<file path="config.mk">
export PLATFORM = sky130hd
export DESIGN_NAME = vjtag_cmd_exec_flat
export DESIGN_NICKNAME = d
export VERILOG_FILES = /design/src/rtl/vjtag_cmd_exec_if.sv /design/src/rtl/vjtag_cmd_exec.sv /design/src/flat_wrapper.sv
export SDC_FILE = /design/constraint.sdc
export NUM_CORES = 1
export LEC_CHECK = 0
export CORE_ASPECT_RATIO = 1.25
export CORE_MARGIN = 2
export CORE_UTILIZATION = 40
export DETAILED_ROUTE_END_ITERATION = 8
export PLACE_DENSITY = 0.8
export SYNTH_ARGS = -nofsm -noshare
export SYNTH_HDL_FRONTEND = slang
export SYNTH_SLANG_ARGS = --single-unit
</file>
<file path="constraint.sdc">
create_clock -name clk -period 2.1 [get_ports clk]
set_clock_uncertainty 0.1 [all_clocks]
set_input_delay 0.42 -clock clk [delete_from_list [all_inputs] [get_ports clk]]
set_output_delay 0.42 -clock clk [all_outputs]
set_load 0.05 [all_outputs]
</file>
<file path="src/rtl/vjtag_cmd_exec_if.sv">
// Signal bundle between the JTAG command executor and its surroundings:
// command input, memory-mapped bus access, and response output.
interface vjtag_cmd_exec_if #(
  parameter int AW = 16,
  parameter int DW = 32
);
  localparam int CMD_W = 2 + AW + DW;
  localparam int RSP_W = 2 + DW;

  // valid/ready: a transfer happens on each clk edge where valid && ready;
  // the source holds valid and payload stable until that edge.
  logic             cmd_valid;
  logic             cmd_ready;
  logic [CMD_W-1:0] cmd_payload;

  logic             bus_req;
  logic             bus_we;
  logic [AW-1:0]    bus_addr;
  logic [DW-1:0]    bus_wdata;
  logic             bus_ack;
  logic [DW-1:0]    bus_rdata;

  logic             rsp_valid;
  logic             rsp_ready;
  logic [RSP_W-1:0] rsp_payload;

  modport master (
    input  cmd_valid, cmd_payload, bus_ack, bus_rdata, rsp_ready,
    output cmd_ready, bus_req, bus_we, bus_addr, bus_wdata, rsp_valid, rsp_payload
  );

  modport slave (
    output cmd_valid, cmd_payload, bus_ack, bus_rdata, rsp_ready,
    input  cmd_ready, bus_req, bus_we, bus_addr, bus_wdata, rsp_valid, rsp_payload
  );
endinterface

</file>
<file path="src/rtl/vjtag_cmd_exec.sv">
// Executes one decoded JTAG command at a time as a single req/ack bus access
// and returns a {status, rdata} response; a cycle counter bounds each access.
module vjtag_cmd_exec #(
  parameter int AW      = 16,
  parameter int DW      = 32,
  parameter int TIMEOUT = 255
) (
  input  logic                  clk,
  input  logic                  rst,
  vjtag_cmd_exec_if.master      io,
  output logic [1:0]            state_o
);
  localparam int CMD_W = 2 + AW + DW;
  localparam int RSP_W = 2 + DW;
  localparam int CW    = $clog2(TIMEOUT + 1);
  localparam logic [CW-1:0] CNT_LAST = CW'(TIMEOUT - 1);

  localparam logic [1:0] OP_NOP   = 2'b00;
  localparam logic [1:0] OP_WRITE = 2'b01;
  localparam logic [1:0] OP_READ  = 2'b10;

  localparam logic [1:0] ST_OK      = 2'b00;
  localparam logic [1:0] ST_BAD_OP  = 2'b01;
  localparam logic [1:0] ST_TIMEOUT = 2'b10;

  typedef enum logic [1:0] {
    IDLE = 2'd0,
    BUS  = 2'd1,
    RESP = 2'd2
  } state_e;

  state_e           state_q, state_d;
  logic [CW-1:0]    cnt_q, cnt_d;
  logic             cmd_ready_q, cmd_ready_d;
  logic             bus_req_q, bus_req_d;
  logic             bus_we_q, bus_we_d;
  logic [AW-1:0]    bus_addr_q, bus_addr_d;
  logic [DW-1:0]    bus_wdata_q, bus_wdata_d;
  logic             rsp_valid_q, rsp_valid_d;
  logic [RSP_W-1:0] rsp_payload_q, rsp_payload_d;

  logic [1:0]       cmd_op;
  logic [AW-1:0]    cmd_addr;
  logic [DW-1:0]    cmd_wdata;

  assign cmd_op    = io.cmd_payload[CMD_W-1 -: 2];
  assign cmd_addr  = io.cmd_payload[DW +: AW];
  assign cmd_wdata = io.cmd_payload[DW-1:0];

  always_ff @(posedge clk) begin
    if (rst) begin
      state_q       <= IDLE;
      cnt_q         <= '0;
      cmd_ready_q   <= 1'b1;
      bus_req_q     <= 1'b0;
      bus_we_q      <= 1'b0;
      bus_addr_q    <= '0;
      bus_wdata_q   <= '0;
      rsp_valid_q   <= 1'b0;
      rsp_payload_q <= '0;
    end else begin
      state_q       <= state_d;
      cnt_q         <= cnt_d;
      cmd_ready_q   <= cmd_ready_d;
      bus_req_q     <= bus_req_d;
      bus_we_q      <= bus_we_d;
      bus_addr_q    <= bus_addr_d;
      bus_wdata_q   <= bus_wdata_d;
      rsp_valid_q   <= rsp_valid_d;
      rsp_payload_q <= rsp_payload_d;
    end
  end

  always_comb begin
    state_d       = state_q;
    cnt_d         = cnt_q;
    cmd_ready_d   = cmd_ready_q;
    bus_req_d     = bus_req_q;
    bus_we_d      = bus_we_q;
    bus_addr_d    = bus_addr_q;
    bus_wdata_d   = bus_wdata_q;
    rsp_valid_d   = rsp_valid_q;
    rsp_payload_d = rsp_payload_q;

    case (state_q)
      IDLE: begin
        if (io.cmd_valid && cmd_ready_q) begin
          cmd_ready_d = 1'b0;
          bus_addr_d  = cmd_addr;
          bus_wdata_d = cmd_wdata;
          if (cmd_op == OP_WRITE || cmd_op == OP_READ) begin
            state_d   = BUS;
            bus_req_d = 1'b1;
            bus_we_d  = (cmd_op == OP_WRITE);
          end else begin
            state_d       = RESP;
            rsp_valid_d   = 1'b1;
            rsp_payload_d = {(cmd_op == OP_NOP) ? ST_OK : ST_BAD_OP, {DW{1'b0}}};
          end
        end
      end

      BUS: begin
        cnt_d = cnt_q + 1'b1;
        // An ack in the final allowed cycle still completes the access.
        if (io.bus_ack) begin
          state_d       = RESP;
          bus_req_d     = 1'b0;
          rsp_valid_d   = 1'b1;
          rsp_payload_d = {ST_OK, bus_we_q ? {DW{1'b0}} : io.bus_rdata};
        end else if (cnt_q == CNT_LAST) begin
          state_d       = RESP;
          bus_req_d     = 1'b0;
          rsp_valid_d   = 1'b1;
          rsp_payload_d = {ST_TIMEOUT, {DW{1'b0}}};
        end
      end

      RESP: begin
        if (io.rsp_ready) begin
          state_d     = IDLE;
          rsp_valid_d = 1'b0;
          cmd_ready_d = 1'b1;
          cnt_d       = '0;
        end
      end

      default: begin
        state_d = IDLE;
      end
    endcase
  end

  assign io.cmd_ready   = cmd_ready_q;
  assign io.bus_req     = bus_req_q;
  assign io.bus_we      = bus_we_q;
  assign io.bus_addr    = bus_addr_q;
  assign io.bus_wdata   = bus_wdata_q;
  assign io.rsp_valid   = rsp_valid_q;
  assign io.rsp_payload = rsp_payload_q;
  assign state_o        = state_q;
endmodule

</file>
<file path="src/flat_wrapper.sv">
// flat-port wrapper written by rule: the top's interface ports become plain ports
module vjtag_cmd_exec_flat 
#(
  parameter int AW      = 16,
  parameter int DW      = 32,
  parameter int TIMEOUT = 255
)
  (clk, rst, state_o, io_cmd_valid, io_cmd_payload, io_bus_ack, io_bus_rdata, io_rsp_ready, io_cmd_ready, io_bus_req, io_bus_we, io_bus_addr, io_bus_wdata, io_rsp_valid, io_rsp_payload);
  vjtag_cmd_exec_if #(.AW(AW), .DW(DW)) io_i ();
  input  logic clk;
  input  logic rst;
  output logic [1:0] state_o;
  input wire logic [$bits(io_i.cmd_valid)-1:0] io_cmd_valid;
  input wire logic [$bits(io_i.cmd_payload)-1:0] io_cmd_payload;
  input wire logic [$bits(io_i.bus_ack)-1:0] io_bus_ack;
  input wire logic [$bits(io_i.bus_rdata)-1:0] io_bus_rdata;
  input wire logic [$bits(io_i.rsp_ready)-1:0] io_rsp_ready;
  output wire logic [$bits(io_i.cmd_ready)-1:0] io_cmd_ready;
  output wire logic [$bits(io_i.bus_req)-1:0] io_bus_req;
  output wire logic [$bits(io_i.bus_we)-1:0] io_bus_we;
  output wire logic [$bits(io_i.bus_addr)-1:0] io_bus_addr;
  output wire logic [$bits(io_i.bus_wdata)-1:0] io_bus_wdata;
  output wire logic [$bits(io_i.rsp_valid)-1:0] io_rsp_valid;
  output wire logic [$bits(io_i.rsp_payload)-1:0] io_rsp_payload;
  assign io_i.cmd_valid = io_cmd_valid;
  assign io_i.cmd_payload = io_cmd_payload;
  assign io_i.bus_ack = io_bus_ack;
  assign io_i.bus_rdata = io_bus_rdata;
  assign io_i.rsp_ready = io_rsp_ready;
  assign io_cmd_ready = io_i.cmd_ready;
  assign io_bus_req = io_i.bus_req;
  assign io_bus_we = io_i.bus_we;
  assign io_bus_addr = io_i.bus_addr;
  assign io_bus_wdata = io_i.bus_wdata;
  assign io_rsp_valid = io_i.rsp_valid;
  assign io_rsp_payload = io_i.rsp_payload;
  vjtag_cmd_exec #(.AW(AW), .DW(DW), .TIMEOUT(TIMEOUT)) u_core (.clk(clk), .rst(rst), .io(io_i), .state_o(state_o));
endmodule
</file>
==> summary.txt <==
Outcome
  – Outcome: finished with violations
  – Violated checks: negative setup slack

Clock network
  – Worst-skew pair later-pin latency: 0.36 ns
  – H-tree levels: 3
  – Max clock buf depth: 2
  – Clock Sinks: 96
  – Clock root buffer: clkbuf_8
  – Clock transition at the registers of the reported paths: ~0.09 ns
  – TritonCTS buffer count: 9
  – CTS tree: done

Timing
  – Final hold violation count: 0
  – Minimum clock period: 2.12 ns
  – Final worst-path cycle share: 101%
  – Rel. slew slack: 49.9%
  – Slew Limit Fails: 0
  – Fmax: 473 MHz
  – Final WS setup: -0.0164 ns
  – Worst-Margin Slew: between 0.7 and 0.8 ns
  – Final setup viols: 2

Hold path
  – Worst Hold Path EP: u_core.io.bus_wdata[0]$_SDFFE_PP0P_
  – Hold Path Origin: u_core.io.bus_wdata[0]$_SDFFE_PP0P_
  – Hold depth: 2
  – Hold Path Class: reg2reg

Synthesis
  – Avg Cell Area, Syn: 9.29 um2
  – Top-count cell post-synth: nand2_1
  – Register area share after synthesis: 55.0%
  – Ys Warns: 0
  – Synthesis-stage register bit count: 96
  – Top FF cell, synth: dfxtp_1
  – Post-Synthesis Cells: approximately 380
  – Post-synth top area share: roughly 55%
  – Syn Nets: 467
  – Yosys cell types: 34
  – Async SR Flop Fraction: 0%
  – Synth top cells by count: 105 x nand2_1, 96 x dfxtp_1, 53 x a21oi_1
  – Post-synth EDFFs: 0
  – Synthesized area: 3490 um2
  – Area contributors post-synth: dfxtp_1 55%, nand2_1 11%, a22o_1 8.0%
  – Post-synth top area cell: dfxtp_1

Floorplanning
  – Die width: 87.6 um
  – Core area: 8610 um2
  – Die area: 9500 um2
  – Initial core utilization: 40.6%
  – Die height: 108 um
  – Rows: 38
  – I/O pin count: 175

Detailed routing
  – Final ANT Viol Nets: 0
  – Pre-antenna DRT Iters: 4
  – Average routed wire per standard cell: 15.3 um
  – DRC: 0
  – DR vias: 3395
  – Via density per instance: ~5.0
  – Iter 0 DRT Violations: between 100 and 150
  – Post-Route WL: 10400 um

Worst setup path
  – CP Capture Type: register
  – Startpoint types: input port
  – Reg2Reg Launch Point: u_core.state_o[0]$_SDFFE_PP0P_
  – Reg-to-reg endpoint: u_core.io.rsp_payload[9]$_SDFFE_PP0P_
  – Worst Path Arrival: 2.28 ns
  – WS Path Type: in2reg
  – Crit-path max FO: 15
  – Critical Path RT: 2.26 ns
  – R2R Setup Slk: 0.25 ns
  – FF-to-FF path depth: 4

Global route
  – Initial antenna violation count: 0
  – First-pass GRT wire length: 16000 um
  – Largest net degree at the start of global routing: 65
  – All-Layer GR Usage: roughly 21%
  – GR Overflow Total: 0
  – Vias in the first global route: 3309

Placed design
  – Placement Cell Area: between 5000 and 6000 um2
  – RePlAce Congestion: between 0.7 and 0.8
  – Place WS: -0.590 ns
  – Dpl hpwl: 6870 um
  – Port Buffers: 174

Power and ir drop
  – VDD IR max: 0.000456 V
  – Leakage power: around 2.5 nW
  – Power per Cell Area: 809 nW/um2

Cells and area
  – Final Cell Area: 5710 um2
  – Synth-to-layout area growth: 63.4%
  – # diodes: 0
  – NumNets Final: ~640
  – Layout cells sized above 1: 8.45%

Run
  – Maxcap violations: 0
[layout by cell type, fill, tap and decap left out, types with 2 or more instances in the layout]
master           Yosys  final
buf_4                2     16
clkdlybuf4s50_1      0    146
xor2_1               3      3
a21oi_1             53     53
a22o_1              32     32
a21oi_4              1      2
nand4_1              2      2
clkbuf_8             0     12
o2111ai_1            2      2
a2111oi_0            3      3
nor3b_4              1      2
and3_1               2      2
ha_1                 4      3
nor3_1               6      5
mux2i_1              3      3
nand2b_1             4      4
nand2_1            105    105
nor2_1               8      8
nor3b_1              2      2
a211oi_1             3      3
a21boi_0             2      2
buf_12               0      4
dfxtp_1             96     96
inv_1                4      4
dlymetal6s2s_1       0     22
and3b_1              2      2
[worst max-delay path by stage]
stage,from,end,slack [ns],cells past startpoint
after floorplan,u_core.state_o[0]$_SDFFE_PP0P_,u_core.io.rsp_payload[0]$_SDFFE_PP0P_,0.16,6
after global placement,io_cmd_payload[48],u_core.io.rsp_payload[6]$_SDFFE_PP0P_,-0.51,7
after detailed placement,io_cmd_payload[48],u_core.io.rsp_payload[17]$_SDFFE_PP0P_,-0.59,7
after CTS,u_core.io.rsp_payload[24]$_SDFFE_PP0P_,io_rsp_payload[24],0.01,1
after global routing,io_cmd_payload[48],u_core.io.rsp_payload[29]$_SDFFE_PP0P_,-0.05,8
final,io_cmd_payload[48],u_core.io.rsp_payload[33]$_SDFFE_PP0P_,-0.02,8
[state kept, by name, summed over array words and instances, names as in the netlist]
name                   count
u_core.cnt_q               8
u_core.io.bus_addr        16
u_core.io.bus_req          1
u_core.io.bus_wdata       32
u_core.io.bus_we           1
u_core.io.cmd_ready        1
u_core.io.rsp_payload     34
u_core.io.rsp_valid        1
u_core.state_o             2
[worst max-delay path, cell delays in order]
cell and delay (ns):
clkdlybuf4s50_1 0.51, inv_1 0.09, ha_4 0.24, nor2b_2 0.18, nor3_4 0.35, a21oi_4 0.12, buf_12 0.17, a32o_1 0.20
[logic make-up (layout without fill, tap and decap cells)]
kind of cell    count (synthesis)  count (layout)  share of synthesized area [%]
flops                          96              96                           55.0
buf+inv                        32             210                           5.12
xor+xnor                        3               3                          0.752
simple gates                  138             139                           17.1
mux                             3               3                          0.860
compound gates                100             101                           19.7
fa+ha+maj                       4               4                           1.43
[metal layers]
layer	vias to the layer above	track usage, %	routed length (um)
li1	1637	-	-
met1	1571	24.7	4050
met2	161	35.3	4960
met3	26	7.63	1010
met4	0	10.2	355
met5	-	0	0
[layout make-up]
class / count / area (um2)
well taps: 120 / 150
clock buffers: 12 / 165
clock inverters: 4 / 51.3
multi-input cells: 250 / 1450
repair buffers: 190 / 1950
fillers: 698 / 2900
inverters: 4 / 15.0
flip-flops and latches: 96 / 1920
[per-stage QoR]
| stage | hold WS, ns | total power [W] | cells | setup TNS (ns) | util [%] |
|---|---|---|---|---|---|
| finish | 0.356 | 0.00462 | 676 | -0.0210 | 66.3 |
| global placement | 0.340 | 0.00331 | 656 | -17.11 | 62.1 |
| global route | 0.376 | 0.00482 | 676 | -0.960 | 66.3 |
| floorplan | 0.374 | 0.00282 | 376 | 0 | - |
| CTS | 0.359 | 0.00464 | 675 | 0 | 65.2 |
| detailed placement | 0.347 | 0.00334 | 656 | -19.64 | 62.1 |
[where the power goes]
group	switching, W	leakage [nW]	total [W]	internal, W
logic	0.000801	1.62	0.00131	0.000514
registers	0.0000721	0.782	0.00202	0.00195
clock network	0.000635	0.109	0.00128	0.000648
[repair_timing]
action	4_1_cts	5_1_grt
buffers inserted	1	1
setup endpoints to repair	34	54
pin swaps	1	3
hold buffers	0	0
cloned	2	0
resized for setup	3	25
Power figures use the tool's default switching activity.
